===== config.mk =====
export PLATFORM = sky130hd
export DESIGN_NAME = ps2_scancode_decoder
export DESIGN_NICKNAME = d
export VERILOG_FILES = /design/src/rtl/ps2_pkg.sv /design/src/rtl/ps2_ascii_rom.sv /design/src/rtl/ps2_scancode_decoder.sv
export SDC_FILE = /design/constraint.sdc
export NUM_CORES = 1
export LEC_CHECK = 0
export ABC_AREA = 1
export ABC_CLOCK_PERIOD_IN_PS = 4100
export BUFFER_PORTS_ARGS = -buffer_cell sky130_fd_sc_hd__buf_2
export CORE_AREA = 2 2 92 67
export CTS_CLUSTER_DIAMETER = 120
export DETAILED_ROUTE_END_ITERATION = 8
export DIE_AREA = 0 0 94 69
export PLACE_DENSITY = 0.79
export SLEW_MARGIN = 10
export SYNTH_ARGS = -nofsm -noshare
export SYNTH_HDL_FRONTEND = slang
export SYNTH_SLANG_ARGS = --single-unit

===== constraint.sdc =====
create_clock -name clk -period 4.1 [get_ports clk]
set_input_delay 1.23 -clock clk [delete_from_list [all_inputs] [get_ports clk]]
set_output_delay 1.23 -clock clk [all_outputs]
set_load 0.005 [all_outputs]

===== src/rtl/ps2_pkg.sv =====
// Purpose : shared scan-code constants, pop FSM encoding and held-key record
//           for the PS/2 scan-code-set-2 decoder.
// Contents: SC_* scan-code localparams, pop_state_e, held_key_t, is_status_byte().
package ps2_pkg;

   localparam int unsigned BYTE_W = 8;

   localparam logic [BYTE_W-1:0] SC_E0     = 8'hE0;
   localparam logic [BYTE_W-1:0] SC_E1     = 8'hE1;
   localparam logic [BYTE_W-1:0] SC_F0     = 8'hF0;
   localparam logic [BYTE_W-1:0] SC_LSHIFT = 8'h12;
   localparam logic [BYTE_W-1:0] SC_RSHIFT = 8'h59;
   localparam logic [BYTE_W-1:0] SC_CAPS   = 8'h58;
   localparam logic [BYTE_W-1:0] SC_BAT    = 8'hAA;
   localparam logic [BYTE_W-1:0] SC_ACK    = 8'hFA;
   localparam logic [BYTE_W-1:0] SC_RESEND = 8'hFE;
   localparam logic [BYTE_W-1:0] SC_ECHO   = 8'hEE;
   localparam logic [BYTE_W-1:0] SC_ERR0   = 8'h00;
   localparam logic [BYTE_W-1:0] SC_ERR1   = 8'hFF;
   localparam logic [BYTE_W-1:0] SC_SPACE  = 8'h29;
   localparam logic [BYTE_W-1:0] SC_ENTER  = 8'h5A;
   localparam logic [BYTE_W-1:0] SC_BKSP   = 8'h66;

   typedef enum logic {
      S_IDLE = 1'b0,
      S_POP  = 1'b1
   } pop_state_e;

   typedef struct packed {
      logic              valid;
      logic              ext;
      logic [BYTE_W-1:0] code;
   } held_key_t;

   // Keyboard status/handshake bytes that never form a key event.
   function automatic logic is_status_byte(input logic [BYTE_W-1:0] b);
      return (b == SC_BAT) || (b == SC_ACK) || (b == SC_RESEND) ||
             (b == SC_ECHO) || (b == SC_ERR0) || (b == SC_ERR1);
   endfunction

endpackage


===== src/rtl/ps2_ascii_rom.sv =====
// Purpose : combinational scan-code-set-2 to ASCII lookup.
// Ports   : i_code   - base scan code (prefixes already stripped)
//           i_shift  - shift held, selects shifted digit/punctuation glyphs
//           i_upper  - letters in upper case (shift xor caps)
//           o_ascii_c- ASCII result, 00h for unmapped codes
module ps2_ascii_rom
   import ps2_pkg::*;
(
   input  logic [BYTE_W-1:0] i_code,
   input  logic              i_shift,
   input  logic              i_upper,
   output logic [BYTE_W-1:0] o_ascii_c
);

   logic [BYTE_W-1:0] w_letter;
   logic [BYTE_W-1:0] w_base;
   logic [BYTE_W-1:0] w_shifted;

   // Letters carry only a lower-case glyph; everything else a base/shifted pair.
   always_comb begin
      w_letter  = '0;
      w_base    = '0;
      w_shifted = '0;
      case (i_code)
         8'h1C: w_letter = "a";
         8'h32: w_letter = "b";
         8'h21: w_letter = "c";
         8'h23: w_letter = "d";
         8'h24: w_letter = "e";
         8'h2B: w_letter = "f";
         8'h34: w_letter = "g";
         8'h33: w_letter = "h";
         8'h43: w_letter = "i";
         8'h3B: w_letter = "j";
         8'h42: w_letter = "k";
         8'h4B: w_letter = "l";
         8'h3A: w_letter = "m";
         8'h31: w_letter = "n";
         8'h44: w_letter = "o";
         8'h4D: w_letter = "p";
         8'h15: w_letter = "q";
         8'h2D: w_letter = "r";
         8'h1B: w_letter = "s";
         8'h2C: w_letter = "t";
         8'h3C: w_letter = "u";
         8'h2A: w_letter = "v";
         8'h1D: w_letter = "w";
         8'h22: w_letter = "x";
         8'h35: w_letter = "y";
         8'h1A: w_letter = "z";
         8'h45: begin w_base = "0";  w_shifted = ")";  end
         8'h16: begin w_base = "1";  w_shifted = "!";  end
         8'h1E: begin w_base = "2";  w_shifted = "@";  end
         8'h26: begin w_base = "3";  w_shifted = "#";  end
         8'h25: begin w_base = "4";  w_shifted = "$";  end
         8'h2E: begin w_base = "5";  w_shifted = "%";  end
         8'h36: begin w_base = "6";  w_shifted = "^";  end
         8'h3D: begin w_base = "7";  w_shifted = "&";  end
         8'h3E: begin w_base = "8";  w_shifted = "*";  end
         8'h46: begin w_base = "9";  w_shifted = "(";  end
         8'h0E: begin w_base = 8'h60; w_shifted = "~";  end
         8'h4E: begin w_base = "-";  w_shifted = "_";  end
         8'h55: begin w_base = "=";  w_shifted = "+";  end
         8'h54: begin w_base = "[";  w_shifted = "{";  end
         8'h5B: begin w_base = "]";  w_shifted = "}";  end
         8'h5D: begin w_base = "\\"; w_shifted = "|";  end
         8'h4C: begin w_base = ";";  w_shifted = ":";  end
         8'h52: begin w_base = "'";  w_shifted = "\""; end
         8'h41: begin w_base = ",";  w_shifted = "<";  end
         8'h49: begin w_base = ".";  w_shifted = ">";  end
         8'h4A: begin w_base = "/";  w_shifted = "?";  end
         SC_SPACE: begin w_base = 8'h20; w_shifted = 8'h20; end
         SC_ENTER: begin w_base = 8'h0D; w_shifted = 8'h0D; end
         SC_BKSP:  begin w_base = 8'h08; w_shifted = 8'h08; end
         default: ;
      endcase

      if (w_letter != '0) begin
         o_ascii_c = i_upper ? (w_letter - 8'h20) : w_letter;
      end else begin
         o_ascii_c = i_shift ? w_shifted : w_base;
      end
   end

endmodule


===== src/rtl/ps2_scancode_decoder.sv =====
// Purpose : pops scan-code-set-2 bytes from the PS/2 receiver FIFO, folds
//           E0/F0/E1 prefixes into single key events and tracks modifiers.
// Ports   : clk, clrn (sync, active-high reset)
//           ps2_data/ps2_ready - FIFO head byte and non-empty flag
//           nextdata_n         - active-low one-cycle pop request
//           key_valid + key_code/key_ext/key_break/key_repeat/key_ascii - event
//           shift, caps        - modifier state
//           press_count        - count of non-repeat presses (wraps)
module ps2_scancode_decoder
   import ps2_pkg::*;
#(
   parameter int unsigned CNT_W   = 8,
   parameter int unsigned E1_SKIP = 7
) (
   input  logic              clk,
   input  logic              clrn,
   input  logic [BYTE_W-1:0] ps2_data,
   input  logic              ps2_ready,
   output logic              nextdata_n,
   output logic              key_valid,
   output logic [BYTE_W-1:0] key_code,
   output logic              key_ext,
   output logic              key_break,
   output logic              key_repeat,
   output logic [BYTE_W-1:0] key_ascii,
   output logic              shift,
   output logic              caps,
   output logic [CNT_W-1:0]  press_count
);

   localparam int unsigned SKIP_W = (E1_SKIP < 1) ? 1 : $clog2(E1_SKIP + 1);

   pop_state_e        r_state;
   pop_state_e        w_state_nxt;
   logic              w_capture;

   logic [SKIP_W-1:0] r_skip_cnt;
   logic              r_ext_pend;
   logic              r_brk_pend;
   held_key_t         r_held;
   logic              r_lshift;
   logic              r_rshift;

   logic              w_in_skip;
   logic              w_event;
   logic              w_is_make;
   logic              w_plain;
   logic              w_held_match;
   logic              w_repeat;
   logic              w_lshift_nxt;
   logic              w_rshift_nxt;
   logic              w_caps_nxt;
   logic [BYTE_W-1:0] w_rom_ascii;
   logic [BYTE_W-1:0] w_ascii;

   // Pop FSM state register.
   always_ff @(posedge clk) begin
      if (clrn) r_state <= S_IDLE;
      else      r_state <= w_state_nxt;
   end

   // Pop FSM: capture only in S_IDLE so the FIFO has a cycle to advance.
   always_comb begin
      w_state_nxt = r_state;
      w_capture   = 1'b0;
      case (r_state)
         S_IDLE: begin
            if (ps2_ready) begin
               w_capture   = 1'b1;
               w_state_nxt = S_POP;
            end
         end
         S_POP:   w_state_nxt = S_IDLE;
         default: w_state_nxt = S_IDLE;
      endcase
   end

   // Byte classification and modifier next-state for the captured byte.
   always_comb begin
      w_in_skip    = (r_skip_cnt != '0);
      w_event      = w_capture && !w_in_skip && (ps2_data != SC_E1) &&
                     (ps2_data != SC_E0) && (ps2_data != SC_F0) &&
                     !is_status_byte(ps2_data);
      w_is_make    = !r_brk_pend;
      w_plain      = !r_ext_pend;
      w_held_match = r_held.valid && (r_held.ext == r_ext_pend) &&
                     (r_held.code == ps2_data);
      w_repeat     = w_is_make && w_held_match;

      w_lshift_nxt = r_lshift;
      w_rshift_nxt = r_rshift;
      w_caps_nxt   = caps;
      if (w_event && w_plain) begin
         if (ps2_data == SC_LSHIFT) w_lshift_nxt = w_is_make;
         if (ps2_data == SC_RSHIFT) w_rshift_nxt = w_is_make;
         if ((ps2_data == SC_CAPS) && w_is_make && !w_repeat) w_caps_nxt = !caps;
      end

      // Modifier state before this event selects the glyph.
      w_ascii = (r_ext_pend || r_brk_pend) ? '0 : w_rom_ascii;
   end

   ps2_ascii_rom u_ascii_rom (
      .i_code    (ps2_data),
      .i_shift   (shift),
      .i_upper   (shift ^ caps),
      .o_ascii_c (w_rom_ascii)
   );

   // Datapath: pop strobe, prefix/skip tracking, event outputs, held key, counter.
   always_ff @(posedge clk) begin
      if (clrn) begin
         nextdata_n  <= 1'b1;
         key_valid   <= 1'b0;
         key_code    <= '0;
         key_ext     <= 1'b0;
         key_break   <= 1'b0;
         key_repeat  <= 1'b0;
         key_ascii   <= '0;
         shift       <= 1'b0;
         caps        <= 1'b0;
         press_count <= '0;
         r_skip_cnt  <= '0;
         r_ext_pend  <= 1'b0;
         r_brk_pend  <= 1'b0;
         r_held      <= '0;
         r_lshift    <= 1'b0;
         r_rshift    <= 1'b0;
      end else begin
         nextdata_n <= !w_capture;
         key_valid  <= w_event;
         r_lshift   <= w_lshift_nxt;
         r_rshift   <= w_rshift_nxt;
         shift      <= w_lshift_nxt | w_rshift_nxt;
         caps       <= w_caps_nxt;

         if (w_capture) begin
            if (w_in_skip) begin
               r_skip_cnt <= r_skip_cnt - SKIP_W'(1);
            end else if (ps2_data == SC_E1) begin
               // Pause sequence: swallow the fixed-length tail.
               r_skip_cnt <= SKIP_W'(E1_SKIP);
               r_ext_pend <= 1'b0;
               r_brk_pend <= 1'b0;
            end else if (ps2_data == SC_E0) begin
               r_ext_pend <= 1'b1;
            end else if (ps2_data == SC_F0) begin
               r_brk_pend <= 1'b1;
            end else if (is_status_byte(ps2_data)) begin
               r_ext_pend <= 1'b0;
               r_brk_pend <= 1'b0;
            end else begin
               key_code   <= ps2_data;
               key_ext    <= r_ext_pend;
               key_break  <= r_brk_pend;
               key_repeat <= w_repeat;
               key_ascii  <= w_ascii;
               r_ext_pend <= 1'b0;
               r_brk_pend <= 1'b0;
               if (w_is_make) begin
                  if (!w_held_match) begin
                     r_held      <= '{valid: 1'b1, ext: r_ext_pend, code: ps2_data};
                     press_count <= press_count + CNT_W'(1);
                  end
               end else if (w_held_match) begin
                  r_held.valid <= 1'b0;
               end
            end
         end
      end
   end

endmodule


# [Yosys cells after proc, flatten, opt, wreduce, memory -nomap -nowiden]
# Index checks and enable logic that the tools add are counted.
[op_classes] n_addsub=3 eq_ne=70 mux=25 bitwise_logic=10 n_reduce_logical=35
[op_table] cell="$pmux 7 s24" count=2
[op_table] cell="$eq 8x6->1 const B" count=23
[op_table] cell="$pmux 7 s26" count=1
[op_table] cell="$eq 8x7->1 const B" count=21
[op_table] cell="$eq 8x5->1 const B" count=8
[op_table] cell="$eq 8x8->1 const B" count=8
[op_table] cell="$mux 8" count=3
[op_table] cell="$ne 8x8->1 const B" count=3
[op_table] cell="$reduce_and 8->1" count=2
[op_table] cell="$mux 1" count=14
[op_table] cell="$logic_and 1x1->1" count=11
[op_table] cell="$mux 10" count=1
[op_table] cell="$add 8x1->8 const B" count=1
[op_table] cell="$eq 8x4->1 const B" count=1
[op_table] cell="$eq 8x8->1" count=1
[op_table] cell="$logic_not 8->1" count=1
[op_table] cell="$not 1->1" count=8
[op_table] cell="$reduce_bool 8->1" count=1
[op_table] cell="$sub 7x6->8 const B" count=1
[op_table] cell="$logic_not 1->1" count=7
[op_table] cell="$mux 7" count=1
[op_table] cell="$logic_or 1x1->1" count=6
[op_table] cell="$mux 3" count=2
[op_table] cell="$reduce_and 3->1" count=2
[op_table] cell="other kinds (12)" count=14
[word_totals] reg_bits=49 input_bits=11 output_inout_bits=31 word_cells=162

# [Depth between registers and ports, before layout]
[depth] word_depth=11 ltp_mapped=15

# [Hierarchy]
# A second synthesis with hierarchy kept.
[unflattened] cells_unflattened=585 hier_area_um2=3542.1
[by_module_without_submodules] mod="ps2_scancode_decoder" instances=1 cells_per_inst=344 area_each_um2=2484.9
[by_module_without_submodules] mod="ps2_ascii_rom" instances=1 cells_per_inst=241 area_each_um2=1057.3

# [Worst setup path after synthesis]
# Ideal clock, no wire load.
[synth_timing] path_type="input to register" from="input port ps2_data[4]" to="register key_ascii[5]" arrival_ns=2.873 setup_slack_ns=1.157 stages=15 n_path_buf=1 cell_sequence="buf_2 -> inv_2 -> nand2_1 -> nor2_2 -> nand2_1 -> nand2_1 -> nor2_1 -> nand2_1 -> nor2_2 -> nand2_4 -> inv_2 -> ha_1 -> a21oi_1 -> nand2_1 -> a21oi_1"
[synth_via] elab_chain_cells=8
[synth_rtl] element="from (decl)" line="ps2_scancode_decoder.sv:17" rtl="input logic [BYTE_W-1:0] ps2_data,"
[synth_rtl] element="branches (longest 8 deep; another with $sub 7x6->8)"
[synth_rtl] element="to (signal assigned)" line="ps2_scancode_decoder.sv:157" rtl="key_ascii <= w_ascii;"
[synth_rtl] element="to (decl)" line="ps2_scancode_decoder.sv:25" rtl="output logic [BYTE_W-1:0] key_ascii,"
# Parallel ways; which one is timed is not known.
# A chain may end at the register's enable or synchronous reset.

# [Worst setup path in the final report]
[layout_timing] from="input port ps2_data[0]" to="register key_ascii[5]"
# Same word-level chain as after synthesis.

==> flow_summary.toml <==
[detailed_routing]
antenna_left = 0
wl_um = 9080
wl_per_cell_um = 14.3
drtIter0Drc = 394
num_vias = 3546
vias_per_cell = 5.60
drc = 0
first_pass_iters = 5

[power_and_ir_drop]
clock_power_share = 0.218
leakagePower_nw = 1.80
comb_power_share = 0.320
p_int_mw = 0.817
p_per_area_mw_per_mm2 = 373
p_total_mw = 1.31
power.net_switching_mw = 0.498
irDropWorstVdd_mv = 0.269
power_frac_seq = 0.461
swShare = 0.379

[cells_and_area]
num-fill-cells = 568
synthToLayoutAreaGrowth_pct = 9.83
n_antenna_cell = 0
multi_input_area_mm2 = 0.00197
seq_area_um2 = 981
instances_no_fill = 633
final_util = 0.628
final_layout_size_suffix_gt1_frac = 0.134
fin_nets = 575
stdcell_area_mm2 = 0.00352

[critical_path]
crit_type = "primary input to flop"
start_kind = "primary input"
cpLargestDelayFamily = "simple AND/OR/NAND/NOR gates"
crit_arrival_ns = 3.34
crit_slowest_cell = "nor2_1"
ff2ff_path_depth = 11
r2r_slack_ns = 1.72
crit_required_ns = 4.34
end_kind = "flop"
cp_num_buf_inv = 3
cp.depth = 15
path_cells = "buf_2 > inv_1 > nand2_2 > nor2_1 > nand2_1 > nand2_1 > nor2_1 > nand2_1 > nor2_2 > nand2_4 > inv_2 > ha_1 > a21oi_1 > nand2_1 > a21oi_1"
path_common_cell = "nand2_1"
critPathMaxFanout = 8
max_stage_delay_ns = 0.43

[cts]
cts_tree = "done"
cts_made_buffers = 5
cts_sinks = 49
cts_resized = 0
ctsHoldBuffers = 0
clkTransAtPathRegs_ns = 0.09
clockBufferDepth = 2
h-tree-depth = 2
root_buffer = "clkbuf_8"
cts_setup_buffers = 0
clock_latency_ns = 0.30

[synth]
ys_seq_area_frac = 0.306
synth_top_area_share = 0.306
yosysWarnings = 0
synth_area_mm2 = 0.00321
synth_edf_count = 0
synthesis.nets = 540
yosys.area.top_type = "dfxtp_1"
syn_inst = 522
synth_area_leaders = "dfxtp_1 (31%), nand2_1 (19%), nor2_1 (9.4%)"
postSynthAreaPerCell_um2 = 6.15
async_flop_share = 0
synth_cell_types = 39
synth_seq_cells = 49
synth_ff_type = "dfxtp_1"

[floorplanning]
initial_core_util = 0.572
fp.dieW_um = 94
core_mm2 = 0.00561
dieArea_mm2 = 0.00649
rows = 23
io_pins = 42
die_height_um = 69

[sta]
timing.final.crit_share = 0.757
fin_ws_ns = 0.995
layout_min_cycle_time_ns = 3.11
slew_headroom = 0.531
rsz0062_at_grt = "no"
fin_skew_ns = 0.00488
finalSetupTns_ns = 0
hold_violations = 0
whs_ns = 0.470
finalSetupViolCount = 0
drv_slew = 0
fmax_ghz = 0.322
worst_pin_slew_ns = 0.697

[global_route]
grt_usage = 0.285
antenna_found_initial = 0
grt_pass1_vias = 3037
grt_first_pass_wirelength_um = 15100
global_route.overflow_total = 0
grt_max_degree = 28

[run_status]
outcome = "finished, final reports clean"

[min_path]
min_path_cells = 2
hp-class = "flop to flop"

[placed_design]
dp.cells = 625
dp_hpwl_um = 6940
place.gp.congestion = 0.983
portBuffers = 41
placed_area_mm2 = 0.00343
dp_slack_ns = 0.707

[job]
maxCapViolations = 0
## cell usage in the layout (no fill, tap or decap), types with 10 or more instances in the layout
master,count
dfxtp_1,49
nor3_1,10
a21oi_1,36
nand4_1,13
nand3_1,28
nand2_1,160
inv_1,42
o21ai_0,26
buf_2,41
nor2_1,80
## cell families (layout without fill, tap and decap cells)
logic type,Yosys count,count (layout),share of synthesized area
and+or+nand+nor,319,319,0.432
AOI/OAI and AO/OA,80,80,0.138
adders and majority gates,7,7,0.0273
DFF,49,49,0.306
buffers and inverters,61,97,0.0803
xor gates and xnor gates,6,6,0.0164
## cells in the mapped netlist, drive strengths merged (2+ instances only)
cell type	n
nand2	165
nor2	91
dfxtp	49
inv	47
a21oi	36
nand3	28
o21ai	27
nand4	13
nor3	12
buf	8
a211oi	7
ha	7
clkbuf	6
xor2	4
nand3b	3
a221oi	2
a31oi	2
and2	2
o22ai	2
or2	2
xnor2	2
## power by group through the flow
stage	logic, mW	clock network (mW)	registers [mW]
3_3_place_gp	0.405	0	0.612
3_5_place_dp	0.416	0	0.615
5_1_grt	0.477	0.315	0.614
6_report	0.421	0.287	0.606
2_1_floorplan	0.310	0	0.611
4_1_cts	0.419	0.294	0.605
## worst register-to-register path, delay by kind of cell (launching register included)
| family | cells | cell delay [ns] |
|---|---|---|
| adders and majority gates | 1 | 0.14 |
| buffers and inverters | 1 | 0.08 |
| AOI/OAI and AO/OA | 1 | 0.20 |
| and+or+nand+nor | 8 | 1.53 |
| DFF | 1 | 0.33 |
## sequential cells by signal, summed over array words and instances (netlist names)
register,count
r_state,1
caps,1
key_code,8
key_valid,1
r_lshift,1
key_ascii,8
press_count,8
key_repeat,1
r_rshift,1
r_brk_pend,1
r_skip_cnt,3
shift,1
r_ext_pend,1
nextdata_n,1
key_ext,1
key_break,1
r_held,10
## per-layer routing
metal / track usage / routed length (um) / vias up
met4: 0.0564 / 63 / 0
met5: 0 / 0 / -
met3: 0.0623 / 1090 / 11
met2: 0.382 / 3590 / 210
li1: - / - / 1763
met1: 0.460 / 4340 / 1562
## path summary, 6_finish.rpt
kind,start,end
worst max-delay path,ps2_data[0],key_ascii[5]
worst min-delay path,key_ascii[3],key_ascii[3]
worst max register to register,r_skip_cnt[0],press_count[4]
worst min register to register,key_ascii[3],key_ascii[3]
## cell type report
type	count	share of cell area
Clock inverter	3	0.00604
Clock buffer	5	0.0195
Multi-Input combinational cell	412	0.559
Inverter	47	0.0501
Tap cell	75	0.0266
Sequential cell	49	0.278
Timing Repair Buffer	42	0.0604
Note: power is estimated with default switching activity, not from simulation.
